File: src/rtl/neuron_mac_seq.sv
// neuron_mac_seq: sequential sign-magnitude multiply-accumulate neuron.
//
// Accepts N_IN (n_in, wgh) sample pairs, accumulates their fixed-point
// products, adds a bias, applies a selectable activation and presents the
// registered result on a valid/ready output handshake.
//
// Ports:
//   clk        - single clock, rising edge
//   rst        - asynchronous active-high reset
//   clr        - synchronous abort of the current evaluation
//   n_in, wgh  - activation sample and weight (sign-magnitude, FRAC fraction bits)
//   in_valid   - n_in/wgh valid
//   in_ready   - block accepts a sample (ACC state)
//   bias       - bias value, sampled in BIAS state
//   act_mode   - 00 identity, 01 ReLU, 10 leaky ReLU, 11 ReLU
//   n_out      - registered neuron result
//   out_valid  - n_out valid
//   out_ready  - downstream accepts n_out
//   sat        - saturation occurred during the evaluation producing n_out
module neuron_mac_seq #(
    parameter int W    = 16,
    parameter int FRAC = 7,
    parameter int N_IN = 8
) (
    input  logic         clk,
    input  logic         rst,
    input  logic         clr,
    input  logic [W-1:0] n_in,
    input  logic [W-1:0] wgh,
    input  logic         in_valid,
    output logic         in_ready,
    input  logic [W-1:0] bias,
    input  logic [1:0]   act_mode,
    output logic [W-1:0] n_out,
    output logic         out_valid,
    input  logic         out_ready,
    output logic         sat
);

    localparam int MW = W - 1;
    localparam int CW = (N_IN > 1) ? $clog2(N_IN) : 1;
    localparam logic [MW-1:0] MAXM = '1;

    typedef enum logic [1:0] {
        ACC,
        BIAS,
        OUT
    } state_t;

    state_t          state;
    logic [W-1:0]    acc;
    logic [CW-1:0]   cnt;
    logic            sat_acc;

    logic [W:0]      prod;      // {sat, sign, magnitude}
    logic [W:0]      mac_sum;   // {sat, sign, magnitude}
    logic [W:0]      bias_sum;  // {sat, sign, magnitude}
    logic [W-1:0]    act_val;
    logic            last;

    // Fixed-point product; magnitude truncated after the FRAC shift and
    // clamped to the largest representable magnitude.
    function automatic logic [W:0] sm_mul(input logic [W-1:0] a, input logic [W-1:0] b);
        logic [2*MW-1:0] p;
        logic [2*MW-1:0] ps;
        logic [MW-1:0]   m;
        logic            s;
        logic            sg;
        p  = {{MW{1'b0}}, a[MW-1:0]} * {{MW{1'b0}}, b[MW-1:0]};
        ps = p >> FRAC;
        if (ps > {{MW{1'b0}}, MAXM}) begin
            m = MAXM;
            s = 1'b1;
        end else begin
            m = ps[MW-1:0];
            s = 1'b0;
        end
        sg = (m == '0) ? 1'b0 : (a[W-1] ^ b[W-1]);
        return {s, sg, m};
    endfunction

    // Sign-magnitude add with saturation; a zero result is always +0.
    function automatic logic [W:0] sm_add(input logic [W-1:0] a, input logic [W-1:0] b);
        logic [MW:0]   sum;
        logic [MW-1:0] m;
        logic          s;
        logic          sg;
        s = 1'b0;
        if (a[W-1] == b[W-1]) begin
            sum = {1'b0, a[MW-1:0]} + {1'b0, b[MW-1:0]};
            sg  = a[W-1];
            if (sum[MW]) begin
                m = MAXM;
                s = 1'b1;
            end else begin
                m = sum[MW-1:0];
            end
        end else if (a[MW-1:0] >= b[MW-1:0]) begin
            m  = a[MW-1:0] - b[MW-1:0];
            sg = a[W-1];
        end else begin
            m  = b[MW-1:0] - a[MW-1:0];
            sg = b[W-1];
        end
        if (m == '0) begin
            sg = 1'b0;
        end
        return {s, sg, m};
    endfunction

    function automatic logic [W-1:0] activate(input logic [W-1:0] v, input logic [1:0] mode);
        logic [MW-1:0] m;
        logic [W-1:0]  r;
        m = v[MW-1:0] >> 3;
        if (!v[W-1]) begin
            r = v;
        end else begin
            case (mode)
                2'b00:   r = v;
                2'b10:   r = (m == '0) ? '0 : {1'b1, m};
                default: r = '0;
            endcase
        end
        return r;
    endfunction

    always_comb begin
        prod     = sm_mul(n_in, wgh);
        mac_sum  = sm_add(acc, prod[W-1:0]);
        bias_sum = sm_add(acc, bias);
        act_val  = activate(bias_sum[W-1:0], act_mode);
        last     = (cnt == CW'(N_IN - 1));
    end

    always_ff @(posedge clk or posedge rst) begin
        if (rst) begin
            state     <= ACC;
            acc       <= '0;
            cnt       <= '0;
            sat_acc   <= 1'b0;
            n_out     <= '0;
            out_valid <= 1'b0;
            sat       <= 1'b0;
            in_ready  <= 1'b1;
        end else if (clr) begin
            state     <= ACC;
            acc       <= '0;
            cnt       <= '0;
            sat_acc   <= 1'b0;
            out_valid <= 1'b0;
            in_ready  <= 1'b1;
        end else begin
            case (state)
                ACC: begin
                    if (in_valid) begin
                        acc     <= mac_sum[W-1:0];
                        sat_acc <= sat_acc | prod[W] | mac_sum[W];
                        if (last) begin
                            cnt      <= '0;
                            state    <= BIAS;
                            in_ready <= 1'b0;
                        end else begin
                            cnt <= cnt + 1'b1;
                        end
                    end
                end
                BIAS: begin
                    n_out     <= act_val;
                    sat       <= sat_acc | bias_sum[W];
                    out_valid <= 1'b1;
                    state     <= OUT;
                end
                OUT: begin
                    if (out_ready) begin
                        out_valid <= 1'b0;
                        acc       <= '0;
                        sat_acc   <= 1'b0;
                        in_ready  <= 1'b1;
                        state     <= ACC;
                    end
                end
                default: begin
                    state    <= ACC;
                    in_ready <= 1'b1;
                end
            endcase
        end
    end

endmodule
File: config.mk
export PLATFORM = sky130hd
export DESIGN_NAME = neuron_mac_seq
export DESIGN_NICKNAME = d
export VERILOG_FILES = /design/src/rtl/neuron_mac_seq.sv
export SDC_FILE = /design/constraint.sdc
export NUM_CORES = 1
export LEC_CHECK = 0
export BUFFER_PORTS_ARGS = -buffer_cell sky130_fd_sc_hd__buf_2
export CAP_MARGIN = 10
export CELL_PAD_IN_SITES_DETAIL_PLACEMENT = 1
export CELL_PAD_IN_SITES_GLOBAL_PLACEMENT = 2
export CORE_MARGIN = 4
export CORE_UTILIZATION = 40
export DETAILED_ROUTE_END_ITERATION = 10
export GPL_TIMING_DRIVEN = 0
export PLACE_DENSITY_LB_ADDON = 0.1
export SLEW_MARGIN = 20
export SYNTH_ARGS = -nofsm -noshare
export SYNTH_HDL_FRONTEND = slang
export SYNTH_SLANG_ARGS = --single-unit
File: constraint.sdc
create_clock -name clk -period 4.8 [get_ports clk]
set_input_delay 0.24 -clock clk [delete_from_list [all_inputs] [get_ports clk]]
set_output_delay 0.24 -clock clk [all_outputs]
set_load 0.05 [all_outputs]
==> results.md, run 1 <==
* Pre-antenna DRT Iters at 5
* FF+latch count, synth at 41
* Place WS at -6180 ps
* Final period util at 186%
* Final Util at 51.1%
* Worst path max stage delay at 600 ps
* Crit path top cell by count: fa_1
* Pins Over Slew Limit at 0
* DR DRC count at 0
* Yosys top cell area share at 23.2%
* Setup WS post-layout at -4120 ps
* Dpl hpwl at 42.4 mm
* Post-synth EDFFs at 0
* Post-Layout Cell Count at 2499
* Max Clock Freq at 112 MHz
* Setup CP Type: in -> reg
* Leading cell types in the layout, fill and taps excluded: inv_1, nand2_1, fa_1, ha_1, and2_1
* # diodes at 0
* Tot GR Track Use at 25.4%
* Wire length per cell at 21.4 um
* Crit. End Element: flip-flop
* Design Area, Final at 0.0187 sq mm
* Initial antenna violation count at 0
* Area of the mapped netlist at 0.0148 sq mm
* Setup violators final at 17
* Register area share after synthesis at 6.93%
* Hold Path Class: in -> reg
* Worst-Margin Slew at 673 ps
* Vias per inst at 5.62
* Total number of vias at 14100
* Violated checks: setup timing
* Dominant synthesized flop cell: dfrtp_1
* Global route overflow at 0
* Slowest-stage cell, CP: fa_1
* Post-Syn Instances at 1836
* Root Buffer: clkbuf_16
* Antenna-violating nets left at 0
* Dpl cells at 2378
* RSZ-0062 raised after global routing: true
* Final hold viol count at 0
* CTS tree: built
* YS warnings at 0
* Worst skew pair latency at 290 ps
* Most common cell after layout, fill and taps aside: inv_1
* Fin nets at 2440
* Largest net degree at the start of global routing at 27
* Crit-path max FO at 10
* Average size of a mapped cell at 8.08 sq um
* Chip height at 201 um
* Tmin final at 8920 ps
* Layout cells sized above 1 at 24.3%
* Post-synth top area cell: fa_1
* Clock skew at 11.3 ps
* WP data required at 4960 ps
* Clock Path Buffers at 2
* Main area contributors after synthesis: fa_1, ha_1, inv_1
* Number of global-route vias before repair at 14900
* Num CTS Buffers at 5
* Die X at 201 um
* Crit path DAT at 9080 ps
* Critical path startpoint category: input pin
* Syn_nets at 2246
* Initial DRC count at 686
* GP Congestion at 0.863
* Async S/R FF share, synth at 100%
* H-tree depth at 2
* First-pass GRT wire length at 83.5 mm
* Area Growth Syn to Fin at 26.1%
* Total Routed Length at 53.6 mm
* Slew margin rel. at 54.9%
* Clock sink count at 41
* Die area at 0.0402 sq mm
* Max cap viols at 0
* Fill cells at 4380
* Area after DPL at 0.0160 sq mm
* # rows at 70
* Reg clk slew, reported paths at 70 ps
* # port buffers at 73
* Outcome: finished, violations left
* Starting Density at 40.5%
* I/O pins at 74
* Core area at 0.0366 sq mm
* Synth unique cells at 102
-- stage by stage --
stage | hold WS (ps) | setup TNS [ps]
6_report | 284 | -64850
5_1_grt | 305 | -69310
4_1_cts | 273 | -64470
3_5_place_dp | 241 | -98850
3_3_place_gp | 453 | -96500
2_1_floorplan | 416 | -59670
-- worst max-delay path: cells and delay by family --
family          cells  cell delay [ps]
simple gates        8             1550
xor+xnor            1              180
fa+ha+maj           8             3630
compound gates      8             1720
buf+inv            11             1420
mux                 2              330
-- path summary, 6_finish.rpt --
kind                            from  cells past startpoint        end  slack [ps]
max in group asynchronous        rst                      4   in_ready        3790
hold / removal             out_ready                      4   state[1]         280
min in group asynchronous        rst                      3   n_out[8]         470
hold reg to reg            n_out[13]                      2  n_out[13]         470
setup / recovery             n_in[9]                     38    acc[15]       -4120
setup reg to reg             acc[10]                     14   n_out[9]         300
-- synth_stat cells (all sizes together) (15+ instances only) --
library cell and instances:
fa 172, a31oi 15, clkbuf 64, nor3 23
o21ai 97, a21oi 94, nand4 24, o21a 22
a21o 21, and2 140, mux2i 30, nand2b 21
buf 18, xnor2 31, o211ai 18, nor2 101
ha 183, inv 291, nand3 22, nand2 181
dfrtp 40
-- state kept, by name, summed over array words and instances (netlist names) --
name / cells
sat: 1
state: 2
out_valid: 1
cnt: 3
in_ready: 1
acc: 16
sat_acc: 1
n_out: 16
-- routing by layer --
layer	track usage, %	up-vias	wire length (um)
met4	4.11	0	939
met5	0	-	0
met2	40.7	297	24600
met1	37.3	7192	25700
li1	-	6507	-
met3	3.72	59	2400
-- layout make-up --
cell class / count / area (sq um) / share of cell area [%]
well taps: 468 / 586 / 3.13
flip-flops and latches: 41 / 1030 / 5.50
clock inverters: 3 / 46.3 / 0.248
repair buffers: 195 / 1490 / 7.98
multi-input cells: 1422 / 13600 / 72.5
plain buffers: 74 / 768 / 4.11
inverters: 291 / 1090 / 5.84
clock buffers: 5 / 125 / 0.669
-- cells by family after synthesis --
group,share of synthesized area [%]
AOI/OAI and AO/OA,18.3
xor gates and xnor gates,2.67
adders and majority gates,38.7
buffers and inverters,10.1
DFF,6.93
muxes,3.04
and+or+nand+nor,20.2
-- what timing repair did --
item | CTS | global route
endpoints found under the setup margin | 27 | 28
buffers inserted | 77 | 40
hold buffers | 1 | 0
hold endpoints to repair | 15 | 0
gates cloned | 4 | 1
pin swaps | 85 | 92
resized for setup | 252 | 151
Power of run 1 is not shown: default switching activity piles up to over one toggle a cycle in this logic, so the estimate is an artifact.
==> run 2: changes to the inputs <==
- ABC_AREA: default -> 1
- CORE_UTILIZATION: 40 -> 36
==> run 2 against run 1 <==
The flow still finishes with violations (setup timing). Clock skew fell by 6.6 ps. Non-clock buffer count decreased by 23. Register-to-register slack improved by 720 ps. First-iteration DRC count fell by 12%. Cell area increased by 6.7%. Synthesized area up 4.8%. Setup slack gained 1100 ps. Critical path depth up 6. Largest cell class unchanged.
==> results.md, run 2 <==
* Global route overflow at 0 (unchanged)
* Number of global-route vias before repair at 16900 (+13%)
* Place WS at -4100 ps (+2080 ps)
* Critical Path Start: n_in[0]
* Tot GR Track Use at 24.9% (-0.56 points)
* Chip height at 216 um (+7.6%)
* Worst R2R End: n_out[3]
* Setup WS post-layout at -3020 ps (+1100 ps)
* Die X at 216 um (+7.6%)
* Synth unique cells at 53 (-48%)
* I/O pins at 74 (unchanged)
* Setup crit end: acc[15]
* H-tree depth at 2 (unchanged)
* Worst-Margin Slew at 754 ps (+80.9 ps)
* # diodes at 0 (unchanged)
* Pre-antenna DRT Iters at 5 (unchanged)
* Average size of a mapped cell at 6.49 sq um (-20%)
* Num CTS Buffers at 5 (unchanged)
* Antenna-violating nets left at 0 (unchanged)
* Yosys top cell area share at 22.2% (-1.1 points)
* Main area contributors after synthesis: fa_1, nand2_1, ha_1
* Clock sink count at 41 (unchanged)
* Initial DRC count at 606 (-12%)
* Most common cell in the netlist: nand2_1
* Pins Over Slew Limit at 0 (unchanged)
* YS warnings at 0 (unchanged)
* Slowest-stage cell, CP: fa_1
* Most common cell after layout, fill and taps aside: nand2_1
* Tmin final at 7820 ps (-1100 ps)
* Starting Density at 36.7% (-3.8 points)
* R2R setup slack at 1020 ps (+720 ps)
* Area of the mapped netlist at 0.0155 sq mm (+4.8%)
* Core area at 0.0423 sq mm (+16%)
* Total Routed Length at 58.6 mm (+9.4%)
* Total number of vias at 15700 (+11%)
* Async S/R FF share, synth at 100% (unchanged)
* CTS tree: built
* Critical path startpoint category: input pin
* Vias per inst at 4.95 (-12%)
* Wire length per cell at 18.5 um (-14%)
* Clock Path Buffers at 2 (unchanged)
* # port buffers at 73 (unchanged)
* Outcome: finished, violations left
* Layout cells sized above 1 at 22.4% (-2.0 points)
* Max cap viols at 0 (unchanged)
* Fin nets at 2994 (+23%)
* Largest net degree at the start of global routing at 25 (-7.4%)
* Worst path max stage delay at 540 ps (-60 ps)
* Crit path top cell by count: nand2_1
* Post-Syn Instances at 2395 (+30%)
* Post-synth EDFFs at 0 (unchanged)
* R2r worst-path depth at 17 (+3)
* Setup CP Type: in -> reg
* Slew margin rel. at 49.6% (-5.3 points)
* Register area share after synthesis at 6.61% (-0.32 points)
* Reg2reg start: acc[1]
* Syn_nets at 2805 (+25%)
* Worst skew pair latency at 290 ps (about the same)
* Clock skew at 4.76 ps (-6.56 ps)
* FF+latch count, synth at 41 (unchanged)
* RSZ-0062 raised after global routing: true
* Crit. End Element: flip-flop
* Violated checks: setup timing
* Initial antenna violation count at 0 (unchanged)
* Top cells by count, synth: nand2_1, inv_1, ha_1, fa_1, nor2_1
* Final period util at 163% (-23 points)
* Crit path DAT at 8040 ps (-1040 ps)
* Crit-path max FO at 10 (unchanged)
* GP Congestion at 0.891 (+3.3%)
* WP data required at 5020 ps (+60 ps)
* # rows at 75 (+7.1%)
* Setup violators final at 17 (unchanged)
* Dominant synthesized flop cell: dfrtp_1
* Dpl hpwl at 48.3 mm (+14%)
* Post-synth top area cell: fa_1
* Final hold viol count at 0 (unchanged)
* Largest regs: acc (16), n_out (16), cnt (3)
* Max Clock Freq at 128 MHz (+14%)
* Root Buffer: clkbuf_16
* DR DRC count at 0 (unchanged)
* Hold Path Class: in -> reg
* Die area at 0.0466 sq mm (+16%)
* First-pass GRT wire length at 92.1 mm (+10%)
* Area Growth Syn to Fin at 28.3%
* Reg clk slew, reported paths at 70 ps (about the same)
* Leading cell types in the layout, fill and taps excluded: nand2_1, inv_1, fa_1, ha_1, buf_4
[run 2: cell count changes after synthesis, moves of 24 or more]
cell	delta
mux2i_1	-28
inv_1	+286
nand3_1	+77
and2_1	-136
xor2_1	+34
nand2_1	+544
xnor2_1	-24
[run 2: through the flow]
step	utilization, %	instance area [sq um]	std cells	TNS (ps)	hold slack, ps
6_report	47.1	19900	3162	-47240	259
5_1_grt	47.1	19900	3162	-52900	282
4_1_cts	45.6	19300	3132	-45330	257
3_5_place_dp	40.5	17100	3046	-64430	299
3_3_place_gp	40.4	17100	3045	-63570	460
2_1_floorplan	-	16000	2395	-34840	411
[run 2: cell type report]
type                       instances  area, sq um
clock inverter                     3         46.3
fill                            5465        22400
sequential                        41         1030
inverter                         589         2260
buffer                            61          817
multi-input combinational       1699        13400
timing repair inverter             2         27.5
clock buffer                       5          125
tap                              577          722
timing repair buffer             185         1550
[run 2: how the worst min path moves through the flow]
stage	end	slack, ps	depth (start not counted)	startpoint
after floorplan	n_out[15]	410	3	act_mode[0]
after global placement	out_valid	460	2	out_valid
after detailed placement	n_out[14]	300	2	rst
after CTS	n_out[15]	260	4	act_mode[0]
after global routing	n_out[15]	280	4	act_mode[0]
final	n_out[15]	260	4	act_mode[0]
[run 2: cell families (layout without fill, tap and decap cells)]
logic type               Yosys count  count (layout)  share of synthesized area (%)
multiplexers                       2               2                          0.129
flip-flops                        41              41                           6.61
AND/OR/NAND/NOR                 1034            1034                           27.8
buffers and inverters            655             845                           16.2
adder cells (fa/ha/maj)          355             355                           36.9
XOR/XNOR                          52              52                           2.93
AO/OA/AOI/OAI                    256             256                           9.48
[run 2: repair_timing]
action,4_1_cts,5_1_grt
hold buffers,1,0
setup buffers,71,33
pin swaps,79,79
gates resized for setup,305,142
setup endpoints to repair,17,17
endpoints found under the hold margin,17,0
cloned,8,0
[run 2: per-layer routing]
metal / routed length (um) / GRT usage (%) / vias to the layer above
met5: 0 / 0 / -
li1: - / - / 7571
met3: 1690 / 1.65 / 85
met2: 31000 / 48.0 / 258
met1: 23800 / 29.1 / 7750
met4: 2070 / 7.95 / 0
[run 2: critical path: cells and delay by family]
| family | cells | cell delay [ps] |
|---|---|---|
| fa+ha+maj | 8 | 3610 |
| simple gates | 19 | 1770 |
| buf+inv | 11 | 1360 |
| compound gates | 4 | 550 |
| xor+xnor | 1 | 270 |
| mux | 1 | 210 |
Power of run 2 is left out for the same reason.
